### src/rtl/imem_loader_if.sv
// Byte-stream input and instruction-memory write port of the boot loader.
// The loader uses the slave modport; the host/memory side uses master.
interface imem_loader_if #(
  parameter int unsigned ADDR_W = 8
);
  logic              in_valid;
  logic [7:0]        in_data;
  logic              in_ready;
  logic              mem_we;
  logic [ADDR_W-1:0] mem_addr;
  logic [31:0]       mem_wdata;

  modport slave (
    input  in_valid,
    input  in_data,
    output in_ready,
    output mem_we,
    output mem_addr,
    output mem_wdata
  );

  modport master (
    output in_valid,
    output in_data,
    input  in_ready,
    input  mem_we,
    input  mem_addr,
    input  mem_wdata
  );
endinterface

### src/rtl/imem_loader.sv
// Boot-time instruction memory loader: LEN_LO, LEN_HI, 4*N little-endian data bytes, XOR CSUM.
// Holds the core in reset until an image with a matching checksum has been written.
module imem_loader #(
  parameter int unsigned ADDR_W    = 8,
  parameter int unsigned DATA_W    = 32,
  parameter int unsigned MAX_WORDS = 2 ** (ADDR_W - 2)
) (
  input  logic          clk,
  input  logic          rst_n,
  input  logic          start_i,
  imem_loader_if.slave  ld_bus,
  output logic          core_hold_o,
  output logic          done_o,
  output logic          err_o
);

  localparam int unsigned IdxW = ADDR_W - 2;

  typedef enum logic [2:0] {
    StIdle, StLen0, StLen1, StData, StCsum, StDone, StErr
  } state_e;

  state_e              state_q, state_d;
  logic [15:0]         len_q, len_d;
  logic [1:0]          byte_cnt_q, byte_cnt_d;
  logic [IdxW-1:0]     word_idx_q, word_idx_d;
  logic [23:0]         asm_q, asm_d;
  logic [7:0]          csum_q, csum_d;
  logic                mem_we_q, mem_we_d;
  logic [ADDR_W-1:0]   mem_addr_q, mem_addr_d;
  logic [DATA_W-1:0]   mem_wdata_q, mem_wdata_d;
  logic                done_q, done_d;
  logic                err_q, err_d;
  logic                core_hold_q, core_hold_d;

  logic                in_ready;
  logic                hs;
  logic [15:0]         len_full;
  logic                last_word;

  assign in_ready  = (state_q == StLen0) || (state_q == StLen1) ||
                     (state_q == StData) || (state_q == StCsum);
  assign hs        = ld_bus.in_valid & in_ready;
  assign len_full  = {ld_bus.in_data, len_q[7:0]};
  // len_q >= 1 whenever DATA is entered, so the subtraction never underflows.
  assign last_word = (16'(word_idx_q) == (len_q - 16'd1));

  always_comb begin
    state_d     = state_q;
    len_d       = len_q;
    byte_cnt_d  = byte_cnt_q;
    word_idx_d  = word_idx_q;
    asm_d       = asm_q;
    csum_d      = csum_q;
    mem_we_d    = 1'b0;
    mem_addr_d  = mem_addr_q;
    mem_wdata_d = mem_wdata_q;
    done_d      = done_q;
    err_d       = err_q;
    core_hold_d = core_hold_q;

    unique case (state_q)
      StIdle, StDone, StErr: begin
        if (start_i) begin
          state_d     = StLen0;
          done_d      = 1'b0;
          err_d       = 1'b0;
          csum_d      = 8'h00;
          word_idx_d  = '0;
          byte_cnt_d  = 2'd0;
          core_hold_d = 1'b1;
        end
      end
      StLen0: begin
        if (hs) begin
          len_d[7:0] = ld_bus.in_data;
          state_d    = StLen1;
        end
      end
      StLen1: begin
        if (hs) begin
          len_d[15:8] = ld_bus.in_data;
          if (len_full == 16'd0) begin
            state_d = StCsum;
          end else if (len_full > 16'(MAX_WORDS)) begin
            state_d = StErr;
            err_d   = 1'b1;
          end else begin
            state_d = StData;
          end
        end
      end
      StData: begin
        if (hs) begin
          csum_d     = csum_q ^ ld_bus.in_data;
          byte_cnt_d = byte_cnt_q + 2'd1;
          unique case (byte_cnt_q)
            2'd0: asm_d[7:0]   = ld_bus.in_data;
            2'd1: asm_d[15:8]  = ld_bus.in_data;
            2'd2: asm_d[23:16] = ld_bus.in_data;
            default: begin
              mem_we_d    = 1'b1;
              mem_addr_d  = {word_idx_q, 2'b00};
              mem_wdata_d = {ld_bus.in_data, asm_q};
              word_idx_d  = word_idx_q + 1'b1;
              if (last_word) begin
                state_d = StCsum;
              end
            end
          endcase
        end
      end
      StCsum: begin
        if (hs) begin
          if (ld_bus.in_data == csum_q) begin
            state_d     = StDone;
            done_d      = 1'b1;
            core_hold_d = 1'b0;
          end else begin
            state_d = StErr;
            err_d   = 1'b1;
          end
        end
      end
      default: state_d = StIdle;
    endcase
  end

  always_ff @(posedge clk or negedge rst_n) begin
    if (!rst_n) begin
      state_q     <= StIdle;
      len_q       <= 16'h0000;
      byte_cnt_q  <= 2'd0;
      word_idx_q  <= '0;
      asm_q       <= 24'h000000;
      csum_q      <= 8'h00;
      mem_we_q    <= 1'b0;
      mem_addr_q  <= '0;
      mem_wdata_q <= '0;
      done_q      <= 1'b0;
      err_q       <= 1'b0;
      core_hold_q <= 1'b1;
    end else begin
      state_q     <= state_d;
      len_q       <= len_d;
      byte_cnt_q  <= byte_cnt_d;
      word_idx_q  <= word_idx_d;
      asm_q       <= asm_d;
      csum_q      <= csum_d;
      mem_we_q    <= mem_we_d;
      mem_addr_q  <= mem_addr_d;
      mem_wdata_q <= mem_wdata_d;
      done_q      <= done_d;
      err_q       <= err_d;
      core_hold_q <= core_hold_d;
    end
  end

  assign ld_bus.in_ready  = in_ready;
  assign ld_bus.mem_we    = mem_we_q;
  assign ld_bus.mem_addr  = mem_addr_q;
  assign ld_bus.mem_wdata = mem_wdata_q;
  assign core_hold_o      = core_hold_q;
  assign done_o           = done_q;
  assign err_o            = err_q;

endmodule

### src/flat_wrapper.sv
// flat-port wrapper written by rule: the top's interface ports become plain ports
module imem_loader_flat 
#(
  parameter int unsigned ADDR_W    = 8,
  parameter int unsigned DATA_W    = 32,
  parameter int unsigned MAX_WORDS = 2 ** (ADDR_W - 2)
)
  (clk, rst_n, start_i, core_hold_o, done_o, err_o, ld_bus_in_valid, ld_bus_in_data, ld_bus_in_ready, ld_bus_mem_we, ld_bus_mem_addr, ld_bus_mem_wdata);
  imem_loader_if #(.ADDR_W(ADDR_W)) ld_bus_i ();
  input  logic clk;
  input  logic rst_n;
  input  logic start_i;
  output logic core_hold_o;
  output logic done_o;
  output logic err_o;
  input wire logic [$bits(ld_bus_i.in_valid)-1:0] ld_bus_in_valid;
  input wire logic [$bits(ld_bus_i.in_data)-1:0] ld_bus_in_data;
  output wire logic [$bits(ld_bus_i.in_ready)-1:0] ld_bus_in_ready;
  output wire logic [$bits(ld_bus_i.mem_we)-1:0] ld_bus_mem_we;
  output wire logic [$bits(ld_bus_i.mem_addr)-1:0] ld_bus_mem_addr;
  output wire logic [$bits(ld_bus_i.mem_wdata)-1:0] ld_bus_mem_wdata;
  assign ld_bus_i.in_valid = ld_bus_in_valid;
  assign ld_bus_i.in_data = ld_bus_in_data;
  assign ld_bus_in_ready = ld_bus_i.in_ready;
  assign ld_bus_mem_we = ld_bus_i.mem_we;
  assign ld_bus_mem_addr = ld_bus_i.mem_addr;
  assign ld_bus_mem_wdata = ld_bus_i.mem_wdata;
  imem_loader #(.ADDR_W(ADDR_W), .DATA_W(DATA_W), .MAX_WORDS(MAX_WORDS)) u_core (.clk(clk), .rst_n(rst_n), .start_i(start_i), .ld_bus(ld_bus_i), .core_hold_o(core_hold_o), .done_o(done_o), .err_o(err_o));
endmodule
### config.mk
export PLATFORM = sky130hd
export DESIGN_NAME = imem_loader_flat
export DESIGN_NICKNAME = d
export VERILOG_FILES = /design/src/rtl/imem_loader_if.sv /design/src/rtl/imem_loader.sv /design/src/flat_wrapper.sv
export SDC_FILE = /design/constraint.sdc
export NUM_CORES = 1
export LEC_CHECK = 0
export CAP_MARGIN = 20
export CORE_MARGIN = 2
export CORE_UTILIZATION = 30
export CTS_BUF_LIST = sky130_fd_sc_hd__clkbuf_16
export DETAILED_ROUTE_END_ITERATION = 7
export SETUP_SLACK_MARGIN = 0.1
export SLEW_MARGIN = 20
export SYNTH_ARGS = -nofsm -noshare
export SYNTH_HDL_FRONTEND = slang
export SYNTH_SLANG_ARGS = --single-unit
### constraint.sdc
create_clock -name clk -period 2.95 [get_ports clk]
set_clock_uncertainty 0.15 [all_clocks]
set_input_delay 0.59 -clock clk [delete_from_list [all_inputs] [get_ports clk]]
set_output_delay 0.59 -clock clk [all_outputs]
set_load 0.01 [all_outputs]
* Word level (Yosys, flattened, before mapping)
Index checks and enable logic that the tools add are counted.
W data, S select, Z words.
** Word-level totals
- Output and inout port bits :: 45
- Bits in registers :: 101
- Logic and storage cells :: 103
- Input port bits :: 12
** Operators by class
- Equal/unequal tests :: 21
- Add/sub/neg operators :: 3
- Bitwise logic cells :: 3
- Muxes and demuxes :: 38
- Magnitude comparators :: 1
- Reduce and logical (&&, ||, !) cells :: 22
** Operator list (number)
- $mux W3 :: 9
- $mux W6 :: 3
- $eq A6 B16 Y1 :: 1
- $gt A16 B7 Y1 const B :: 1
- $logic_not A16 Y1 :: 1
- $mux W8 :: 2
- $pmux W8 S2 :: 1
- $sub A16 B1 Y16 const B :: 1
- $pmux W3 S5 :: 1
- $reduce_and A3 Y1 :: 5
- $mux W1 :: 14
- $reduce_and A7 Y1 :: 2
- $ne A2 B2 Y1 const B :: 6
- $pmux W6 S2 :: 1
- $ne A2 B1 Y1 const B :: 5
- $eq A3 B3 Y1 const B :: 3
- $eq A8 B8 Y1 :: 1
- $reduce_and A4 Y1 :: 2
- $xor A8 B8 Y8 :: 1
- $add A6 B1 Y6 const B :: 1
- $eq A3 B2 Y1 const B :: 2
- $mux W2 :: 3
- $reduce_or A3 Y1 :: 2
- $pmux W1 S2 :: 2
- 14 further kinds :: 18

* Longest topological paths before layout
Gate-level depths: netlist of run 1.
- Depth in word-level cells :: 7
- Gate-level depth with buffers :: 8
- Gate-level depth less buffers :: 8

* Worst setup path after synthesis of run 1
OpenSTA, ideal clock, no wires.
- Kind :: input port to flip-flop
- Start :: input ld_bus_in_data[2]
- End :: register u_core.state_q[1]
- Data required time :: 2.674 ns
- Path slack :: 0.660 ns
- Cell stages on the path :: 7
- Arrival time :: 2.014 ns
- Buffers on the path :: 1
- Setup time :: 0.126 ns
- Path through :: buf_4 -> or4_4 -> nor4_4 -> nand2_1 -> a22oi_1 -> o221ai_1 -> o21bai_1
** Between the ends
- Cells in the longest elaborated chain, start to end :: 4
** Ends and longest elaborated chain
- start: declaration :: RTL line flat_wrapper.sv:17 : input wire logic [$bits(ld_bus_i.in_data)-1:0] ld_bus_in_data;
- $eq A8 B8 Y1 or $logic_not A16 Y1 (tied branches) :: RTL line imem_loader.sv:115, imem_loader.sv:83
- $mux W2 or $mux W3 (tied branches) :: RTL line imem_loader.sv:115, imem_loader.sv:83
- $mux W3 (on tied branches) :: RTL line imem_loader.sv:114, imem_loader.sv:81
- $pmux W3 S5 * :: RTL line imem_loader.sv:62 : unique case (state_q)
- end signal: assignment :: RTL line imem_loader.sv:131 : state_q <= StIdle;
- end signal: assignment :: RTL line imem_loader.sv:144 : state_q <= state_d;
- end: declaration :: RTL line imem_loader.sv:23 : state_e state_q, state_d;
Mark *: on every way between the ends. The rest lies on a longest branch, timed or not. The select of a mux whose other input is x is not followed.
A chain may end at the register's enable or synchronous reset.

* Worst setup path in the final report of run 1
- Start :: register u_core.state_q[1]
- End :: output ld_bus_in_ready
** Between the ends
- Cells in the longest elaborated chain, start to end :: 4
** Ends and longest elaborated chain
- $eq A3 B1 Y1 or $eq A3 B2 Y1 (tied branches) :: RTL line imem_loader.sv:41 : assign in_ready = (state_q == StLen0) || (state_q == StLen1) ||
- $logic_or A1 B1 Y1 (2 in series) :: RTL line imem_loader.sv:41
- $logic_or A1 B1 Y1 * :: RTL line imem_loader.sv:42 : (state_q == StData) || (state_q == StCsum);
- end: declaration :: RTL line flat_wrapper.sv:18 : output wire logic [$bits(ld_bus_i.in_ready)-1:0] ld_bus_in_ready;
Mark *: on every way between the ends. The rest lies on a longest branch, timed or not.

==> reports/results.ini, run 1 <==
[outcome]
status=completed

[synth]
ys_seq_area_share_pct=52.8
ys_ff_latch=101
synth_area_um2=4790
synth-simple-area-share_pct=16.6
synth.avg_cell_area_um2=10.6
synth_xor_area_share_pct=4.02
synth_edf_count=0
ys_warn_count=0
synthDistinctLibCells=58
synth-main-ff-cell=dfrtp_1
synthCells=451
synth_fa_ha_area_share_pct=2.04
synth_top_family_by_area=simple AND/OR/NAND/NOR gates
synth_compound_area_share_pct=8.43
synth_mux_area_share_pct=12.0
async_reset_ff_share_pct=100

[placement]
io_buffers=54
gp_congestion=0.831
dpl.hpwl_um=7740

[power_and_ir_drop]
p_leak_nw=2.67
power.density_nw_per_um2=848
ir_drop_mv=0.350

[sta]
hold_slack_ns=0.0464
fin_setup_tns_ns=0
grt_setup_unrepaired=false
max_slew_margin_pct=59.8
max_freq_ghz=0.376
tightest_slew_ns=0.601
fin_crit_ns=2.66
finalSetupViolCount=0
slew_violations=0
hold_viol=0
finalCritPeriodShare_pct=90.0

[route]
drc=0
drt_wl_total_um=10900
wl_per_cell_um=15.0
ant_nets=0
viasPerCell=4.80
drt-pass1-iter-count=4
vias=3491
drtIter0Drc=155

[setup_path]
critPathRequiredTime_ns=2.21
cp_max_fo=17
reg2reg_setup_slack_ns=0.61
crit_path_end=ld_bus_in_ready
crit_start=u_core.state_q[1]
cp-start-kind=register
critPathArrivalTime_ns=1.92
worstRegToRegCells=8
timing.rr.end=u_core.state_q[2]
endpoint_kind=output port
worstSetupPathType=register to output port
reg2reg_from=u_core.len_q[0]

[clock_network]
hold_buffers=0
cts-root-buf=clkbuf_16
cts_setup_buffers=0
clkSlewWorstSetupHoldPaths_ns=0.07
cts_buffer_depth=2
cts_tree=built
ctsHtreeMaxLevel=3
ctsResizeCount=0
cts_sinks=101
insertion_delay_ns=0.35
numCtsBuffers=9

[flow_run]
max_cap_violations=0

[die]
row_count=46
pin_count=57
coreArea_um2=15800
die_w_um=130
initial_utilization_pct=30.4
die_height_um=130
die_area_um2=17000

[global_route]
grt_overflow_total=0
grt_usage_pct=13.8
grt_pass1_wl_um=18300
antenna_found_initial=0
grt_pass1_vias=3636
grt_max_degree=68

[min_path]
hold_path_class=input pin to async pin

[cells_and_area]
nets=526
drive_gt1_share_pct=18.9
diodes=0
syn_to_final_growth_pct=22.8
fill_cells=1552

-- stage by stage --
step           total power, mW  utilization, %  cells  cell area (um2)  setup slack (ns)
6_report                  4.99            37.3    728             5890             0.294
3_5_place_dp              3.86            35.5    712             5590            0.0742
5_1_grt                   5.33            37.3    728             5890             0.199
3_3_place_gp              3.78            35.5    712             5590            0.0788
2_1_floorplan             3.29               -    452             4800             0.660
4_1_cts                   5.03            37.3    728             5890             0.192
-- flip-flops by register name (all words and copies together) (netlist names) --
| register | cells |
|---|---|
| u_core.ld_bus.mem_wdata | 32 |
| u_core.asm_q | 24 |
| u_core.len_q | 16 |
| u_core.csum_q | 8 |
| u_core.ld_bus.mem_addr | 6 |
| u_core.word_idx_q | 6 |
| u_core.state_q | 3 |
| u_core.byte_cnt_q | 2 |
| u_core.core_hold_o | 1 |
| u_core.done_o | 1 |
| u_core.err_o | 1 |
| u_core.ld_bus.mem_we | 1 |
-- synthesized netlist by cell type, drive strengths merged, types with 3 or more instances --
cell	count	share of area (%)
dfrtp	100	52
nand2	101	7.9
nand3	5	0.52
nor2b	5	0.65
ha	7	1.8
clkbuf	9	0.73
nor4	7	1.7
xnor2	6	1.1
inv	12	0.94
a21oi	4	0.50
nor2	25	2.0
o21ai	32	3.3
xor2	16	2.9
mux2	51	12
nor3b	3	0.47
nor3	4	0.52
buf	18	2.4
nand4	6	0.78
-- per-layer routing --
layer	wire [um]	vias up	global-route usage, %
met5	0	-	0
met4	207	0	5.76
met3	500	16	3.09
met2	5140	81	22.0
met1	5050	1746	18.3
li1	-	1648	-
-- layout by cell type, fill, tap and decap left out, types with 3 or more instances in the layout --
master and count:
nand2_1 101, dfrtp_1 99, clkdlybuf4s50_1 53, mux2_2 51, nor2_1 25, o21ai_0 25, buf_4 17, xor2_1 16
inv_1 12, clkbuf_16 9, o21ai_1 7, ha_1 7, xnor2_1 6, nand4_1 6, nor2b_1 5, nand3_1 5
nor4_1 4, nor3b_1 3, nor3_1 3, a21oi_1 3
-- report_power, final --
| group | internal [mW] | switching (mW) |
|---|---|---|
| registers | 1.81 | 0.406 |
| clock network | 0.593 | 0.563 |
| logic | 0.861 | 0.761 |
-- logic make-up (layout without fill, tap and decap cells) --
group | Yosys count | after routing
AO/OA/AOI/OAI | 60 | 60
XOR/XNOR | 22 | 22
adder cells (fa/ha/maj) | 8 | 8
AND/OR/NAND/NOR | 169 | 169
other | 1 | 2
flip-flops | 101 | 101
buffers and inverters | 39 | 99
multiplexers | 51 | 51
-- worst min-delay path by stage --
stage          depth (start not counted)  slack, ns                           to              from
6_report                               1       0.05    u_core.ld_bus.mem_addr[5]             rst_n
5_1_grt                                1       0.08             u_core.len_q[13]             rst_n
4_1_cts                                1       0.06             u_core.len_q[13]             rst_n
3_5_place_dp                           2       0.31  u_core.ld_bus.mem_wdata[17]  u_core.asm_q[17]
3_3_place_gp                           2       0.30  u_core.ld_bus.mem_wdata[17]  u_core.asm_q[17]
2_1_floorplan                          0       0.14              u_core.asm_q[0]             rst_n
-- layout make-up --
class                   count  area, um2  area share [%]
clock buffers               9        225            3.82
clock inverters             7       67.6            1.15
inverters                  12       45.0           0.765
multi-input cells         312       2070            35.2
flip-flops and latches    101       2530            43.0
well taps                 216        270            4.59
repair buffers             71        678            11.5
-- critical path: stages (launching register included) --
cell	delay, ns
dfrtp_1	0.55
nor2_1	0.28
xnor2_1	0.15
clkdlybuf4s50_1	0.59
Note: power is estimated with default switching activity, not from simulation.
==> run 2: changes to the inputs <==
--- a/config.mk
+++ b/config.mk
@@ -11,7 +11,6 @@
 export CTS_BUF_LIST = sky130_fd_sc_hd__clkbuf_16
 export DETAILED_ROUTE_END_ITERATION = 7
 export SETUP_SLACK_MARGIN = 0.1
-export SLEW_MARGIN = 20
 export SYNTH_ARGS = -nofsm -noshare
 export SYNTH_HDL_FRONTEND = slang
 export SYNTH_SLANG_ARGS = --single-unit
==> constraint.sdc (replaced) <==
create_clock -name clk -period 2.7 [get_ports clk]
set_clock_uncertainty 0.15 [all_clocks]
set_input_delay 0.54 -clock clk [delete_from_list [all_inputs] [get_ports clk]]
set_output_delay 0.54 -clock clk [all_outputs]
set_load 0.01 [all_outputs]
==> reports/results.ini, run 2 (synthesis results as in run 1) <==
[clock_network]
clkSlewWorstSetupHoldPaths_ns=0.08  ; was 0.07 ns
insertion_delay_ns=0.35  ; about the same
cts_tree=built  ; unchanged
numCtsBuffers=9  ; unchanged
cts-root-buf=clkbuf_16  ; unchanged
cts_buffer_depth=2  ; unchanged
ctsHtreeMaxLevel=3  ; unchanged
cts_sinks=101  ; unchanged

[power_and_ir_drop]
p_leak_nw=2.72  ; was 2.67 nW
power.density_nw_per_um2=935  ; was 848 nW/um2
finalPower_mw=5.59  ; was 4.99 mW
ir_drop_mv=0.346  ; was 0.350 mV

[setup_path]
cp-start-kind=register  ; unchanged
slowest_delay_ns=0.66  ; was 0.59 ns
crit_buf_inv=1  ; unchanged
worstSetupPathType=register to output port  ; unchanged
critPathRequiredTime_ns=2.01  ; was 2.21 ns
cp_slowest_cell=dfrtp_1  ; was clkdlybuf4s50_1
path_cells=xnor2_1 -> clkdlybuf4s50_1  ; was nor2_1 -> xnor2_1 -> clkdlybuf4s50_1
path_delay_family=flip-flops  ; was buffers and inverters
reg2reg_setup_slack_ns=0.34  ; was 0.61 ns
cp_max_fo=13  ; was 17
endpoint_kind=output port  ; unchanged
critPathArrivalTime_ns=1.78  ; was 1.92 ns

[route]
ant_nets=0  ; unchanged
drt_wl_total_um=11000  ; was 10,900 um
wl_per_cell_um=14.9  ; was 15.0 um
drc=0  ; unchanged
viasPerCell=4.68  ; was 4.80
drtIter0Drc=181  ; was 155
drt-pass1-iter-count=4  ; unchanged
vias=3437  ; was 3,491

[global_route]
grt_pass1_wl_um=18500  ; was 18,300 um
grt.busiest_layer=met2  ; unchanged
grt_util_met1_pct=18.6  ; was 18.3%
use_met2_pct=22.8  ; was 22.0%
use_met3_pct=2.52  ; was 3.09%
grt_overflow_total=0  ; unchanged
grt_max_degree=55  ; was 68
grt_pass1_vias=3585  ; was 3,636
antenna_found_initial=0  ; unchanged
grt_usage_pct=13.9  ; was 13.8%

[min_path]
hold_path_class=register to register  ; was input pin to async pin

[cells_and_area]
drive_gt1_share_pct=20.2  ; was 18.9%
largest_reg_flops=32  ; unchanged
final_cells=735  ; was 728
syn_to_final_growth_pct=24.8  ; was 22.8%
final_cell_mix=nand2_1 (101), dfrtp_1 (98), clkdlybuf4s50_1 (53)  ; was nand2_1 (101), dfrtp_1 (99), clkdlybuf4s50_1 (53)
nets=533  ; was 526
diodes=0  ; unchanged
final_common_cell=nand2_1  ; unchanged

[sta]
max_slew_margin_pct=66.3  ; was 59.8%
finalSetupViolCount=0  ; unchanged
fin_ws_ns=0.229  ; was 0.294 ns
hold_viol=0  ; unchanged
max_freq_ghz=0.405
fin_crit_ns=2.47
finalCritPeriodShare_pct=91.5
tightest_slew_ns=0.504  ; was 0.601 ns
slew_violations=0  ; unchanged
hold_slack_ns=0.322  ; was 0.0464 ns
grt_setup_unrepaired=false  ; unchanged

[placement]
dpl.hpwl_um=7770  ; was 7740 um
dp.cells=718  ; was 712
gp_congestion=0.808  ; was 0.831
io_buffers=54  ; unchanged
pre_cts_ws_ns=-0.0571  ; was 0.0742 ns

[die]
initial_utilization_pct=30.4  ; unchanged
die_w_um=130  ; unchanged
die_area_um2=17000  ; unchanged
pin_count=57  ; unchanged
die_height_um=130  ; unchanged
coreArea_um2=15800  ; unchanged
row_count=46  ; unchanged

[outcome]
status=completed  ; unchanged

[flow_run]
max_cap_violations=0  ; unchanged

## run 2: worst register-to-register path, stage by stage (launching register included)
cell	delay (ns)
dfrtp_1	0.42
inv_1	0.12
ha_1	0.29
nor3b_1	0.28
nand4b_1	0.15
a211oi_2	0.20
o21ai_1	0.13
nor4_4	0.40
o21a_1	0.16
## run 2: path summary, 6_finish.rpt
| check | from | end | cells past startpoint |
|---|---|---|---|
| max | u_core.state_q[2] | ld_bus_in_ready | 2 |
| max in group asynchronous | rst_n | u_core.ld_bus.mem_wdata[23] | 3 |
| min reg2reg | u_core.asm_q[8] | u_core.ld_bus.mem_wdata[8] | 2 |
| max reg2reg | u_core.len_q[0] | u_core.state_q[2] | 8 |
| min in group asynchronous | rst_n | u_core.ld_bus.mem_addr[5] | 2 |
| min | u_core.asm_q[8] | u_core.ld_bus.mem_wdata[8] | 2 |
## run 2: where the power goes
group	internal, mW	switching (mW)
logic	0.958	0.843
clock network	0.753	0.631
registers	1.98	0.430
## run 2: metal layers
layer	share of wire (%)	up-vias
met5	0	-
met4	1.4	0
met3	5.0	10
met2	47	64
met1	46	1706
li1	-	1657
## run 2: repair_timing
action / CTS / global route
gates resized for setup: 1 / 2
buffers inserted: 0 / 0
endpoints found under the hold margin: 27 / 0
gates cloned: 0 / 0
endpoints found under the setup margin: 1 / 1
hold buffers: 1 / 0
## run 2: cell type report
type | count | area (um2)
flip-flops and latches | 101 | 2530
clock inverters | 7 | 103
fillers | 1578 | 9790
clock buffers | 9 | 225
well taps | 216 | 270
repair buffers | 78 | 733
inverters | 12 | 45.0
multi-input cells | 312 | 2070
## run 2: per-stage QoR
stage                     instance area, um2  setup TNS (ns)  util, %
final                                   5980               0     37.9
after CTS                               5980               0     37.9
after floorplan                         4800               0        -
after global routing                    5980               0     37.9
after global placement                  5640         -0.0824     35.8
after detailed placement                5640          -0.123     35.8
==> run 3: changes to the inputs <==
--- a/config.mk
+++ b/config.mk
@@ -6,7 +6,6 @@
 export NUM_CORES = 1
 export LEC_CHECK = 0
 export CAP_MARGIN = 20
-export CORE_MARGIN = 2
 export CORE_UTILIZATION = 30
 export CTS_BUF_LIST = sky130_fd_sc_hd__clkbuf_16
 export DETAILED_ROUTE_END_ITERATION = 7
==> reports/results.ini, run 3 (synthesis results as in run 1) <==
[clock_network]
cts_tree=built  ; unchanged
numCtsBuffers=9  ; unchanged
cts_setup_buffers=0  ; unchanged
cts_sinks=101  ; unchanged
cts_buffer_depth=2  ; unchanged
clkSlewWorstSetupHoldPaths_ns=0.07  ; was 0.08 ns
cts-root-buf=clkbuf_16  ; unchanged
ctsHtreeMaxLevel=3  ; unchanged
insertion_delay_ns=0.35  ; about the same

[min_path]
hold_path_class=register to register  ; unchanged

[route]
drt_wl_total_um=11000  ; about the same
vias=3444  ; was 3,437
drt-pass1-iter-count=4  ; unchanged
drtIter0Drc=382  ; was 181
viasPerCell=4.72  ; was 4.68
drc=0  ; unchanged
wl_per_cell_um=15.0  ; was 14.9 um
ant_nets=0  ; unchanged

[setup_path]
cp_slowest_cell=dfrtp_1  ; unchanged
reg2reg_setup_slack_ns=0.28  ; was 0.34 ns
cp_max_fo=13  ; unchanged
slowest_delay_ns=0.65  ; was 0.66 ns
worstSetupPathType=register to output port  ; unchanged
path_cells=xnor2_1 -> clkdlybuf4s50_1  ; unchanged
critPathRequiredTime_ns=2.01  ; about the same
endpoint_kind=output port  ; unchanged
cp-start-kind=register  ; unchanged
critPathArrivalTime_ns=1.76  ; was 1.78 ns

[power_and_ir_drop]
switching_share_pct=33.6  ; was 34.1%
power_frac_seq_pct=43.5  ; was 43.0%
power.internal_mw=3.64  ; was 3.69 mW
p_comb_share_pct=33.3  ; was 32.2%
switchingPower_mw=1.84  ; was 1.90 mW
p_leak_nw=2.69  ; was 2.72 nW
power.density_nw_per_um2=925  ; was 935 nW/um2
ir_drop_mv=0.358  ; was 0.346 mV
p_clk_share_pct=23.2  ; was 24.8%

[cells_and_area]
final_cell_mix=nand2_1 (101), dfrtp_1 (99), clkdlybuf4s50_1 (53)  ; was nand2_1 (101), dfrtp_1 (98), clkdlybuf4s50_1 (53)
finalInstanceArea_um2=5930  ; was 5980 um2
diodes=0  ; unchanged
largest_reg_flops=32  ; unchanged
multi_input_area_um2=2070  ; unchanged
fill_cells=1501  ; was 1,578
syn_to_final_growth_pct=23.8  ; was 24.8%
seqCellArea_um2=2530  ; about the same
final_common_cell=nand2_1  ; unchanged
nets=533  ; unchanged
drive_gt1_share_pct=19.7  ; was 20.2%

[global_route]
grt_max_degree=52  ; was 55
grt.busiest_layer=met2  ; unchanged
use_met2_pct=23.5  ; was 22.8%
grt_overflow_total=0  ; unchanged
grt_pass1_vias=3543  ; was 3,585
grt_usage_pct=14.4  ; was 13.9%
grt_pass1_wl_um=18400  ; was 18,500 um
use_met3_pct=3.16  ; was 2.52%
antenna_found_initial=0  ; unchanged
grt_util_met1_pct=18.9  ; was 18.6%

[outcome]
status=completed  ; unchanged

[die]
coreArea_um2=15400  ; was 15,800 um2
row_count=45  ; was 46
die_height_um=128  ; was 130 um
die_w_um=128  ; was 130 um
die_area_um2=16500  ; was 17,000 um2
initial_utilization_pct=31.2  ; was 30.4%
pin_count=57  ; unchanged

[flow_run]
max_cap_violations=0  ; unchanged

[sta]
fin_setup_tns_ns=0  ; unchanged
hold_viol=0  ; unchanged
finalCritPeriodShare_pct=90.6  ; was 91.5%
max_slew_margin_pct=61.8  ; was 66.3%
slew_violations=0  ; unchanged
tightest_slew_ns=0.571  ; was 0.504 ns
max_freq_ghz=0.409  ; was 0.405 GHz
grt_setup_unrepaired=false  ; unchanged
finalSetupViolCount=0  ; unchanged
hold_slack_ns=0.317  ; was 0.322 ns
fin_crit_ns=2.45  ; was 2.47 ns

[placement]
dpl.hpwl_um=7760  ; was 7770 um
gp_congestion=0.809  ; was 0.808
io_buffers=54  ; unchanged
dpl_cell_area_um2=5630  ; was 5640 um2

## run 3: worst paths after layout
check	start	to	cells past startpoint
max	u_core.state_q[2]	ld_bus_in_ready	2
min	u_core.asm_q[22]	u_core.ld_bus.mem_wdata[22]	2
max reg2reg	u_core.len_q[0]	u_core.state_q[1]	8
min reg2reg	u_core.asm_q[22]	u_core.ld_bus.mem_wdata[22]	2
max in group asynchronous	rst_n	u_core.ld_bus.mem_addr[7]	3
min in group asynchronous	rst_n	u_core.asm_q[0]	2
## run 3: metal layers
layer,vias to the layer above,routed length [um]
met5,-,0
met4,0,205
met3,18,394
met2,63,5160
met1,1710,5200
li1,1653,-
## run 3: final cells by class
type | instances | share of cell area [%]
well taps | 211 | 4.45
inverters | 12 | 0.759
flip-flops and latches | 101 | 42.6
repair buffers | 78 | 12.4
clock inverters | 6 | 1.05
clock buffers | 9 | 3.80
multi-input cells | 312 | 35.0
## run 3: power by group through the flow
stage | registers [mW] | logic (mW) | clock network (mW)
floorplan | 2.29 | 1.30 | 0
global placement | 2.39 | 1.78 | 0
detailed placement | 2.41 | 1.83 | 0
CTS | 2.39 | 1.84 | 1.32
global route | 2.46 | 2.02 | 1.37
finish | 2.39 | 1.82 | 1.27
## run 3: timing repair
item | 4_1_cts | 5_1_grt
hold endpoints to repair | 22 | 0
setup endpoints to repair | 1 | 1
hold buffers | 1 | 0
resized for setup | 1 | 1
## run 3: worst max-delay path, delay by kind of cell, from the launching register on
kind                   cells  cell delay (ns)
flip-flops                 1             0.65
buffers and inverters      1             0.57
XOR/XNOR                   1             0.19
## run 3: stage by stage
| stage | std cells | setup WS (ns) | utilization, % | total power [mW] |
|---|---|---|---|---|
| after CTS | 729 | 0.158 | 38.6 | 5.54 |
| final | 729 | 0.255 | 38.6 | 5.49 |
| after global placement | 713 | -0.0581 | 36.6 | 4.17 |
| after global routing | 729 | 0.142 | 38.6 | 5.85 |
| after floorplan | 452 | 0.460 | - | 3.60 |
| after detailed placement | 713 | -0.0721 | 36.6 | 4.24 |
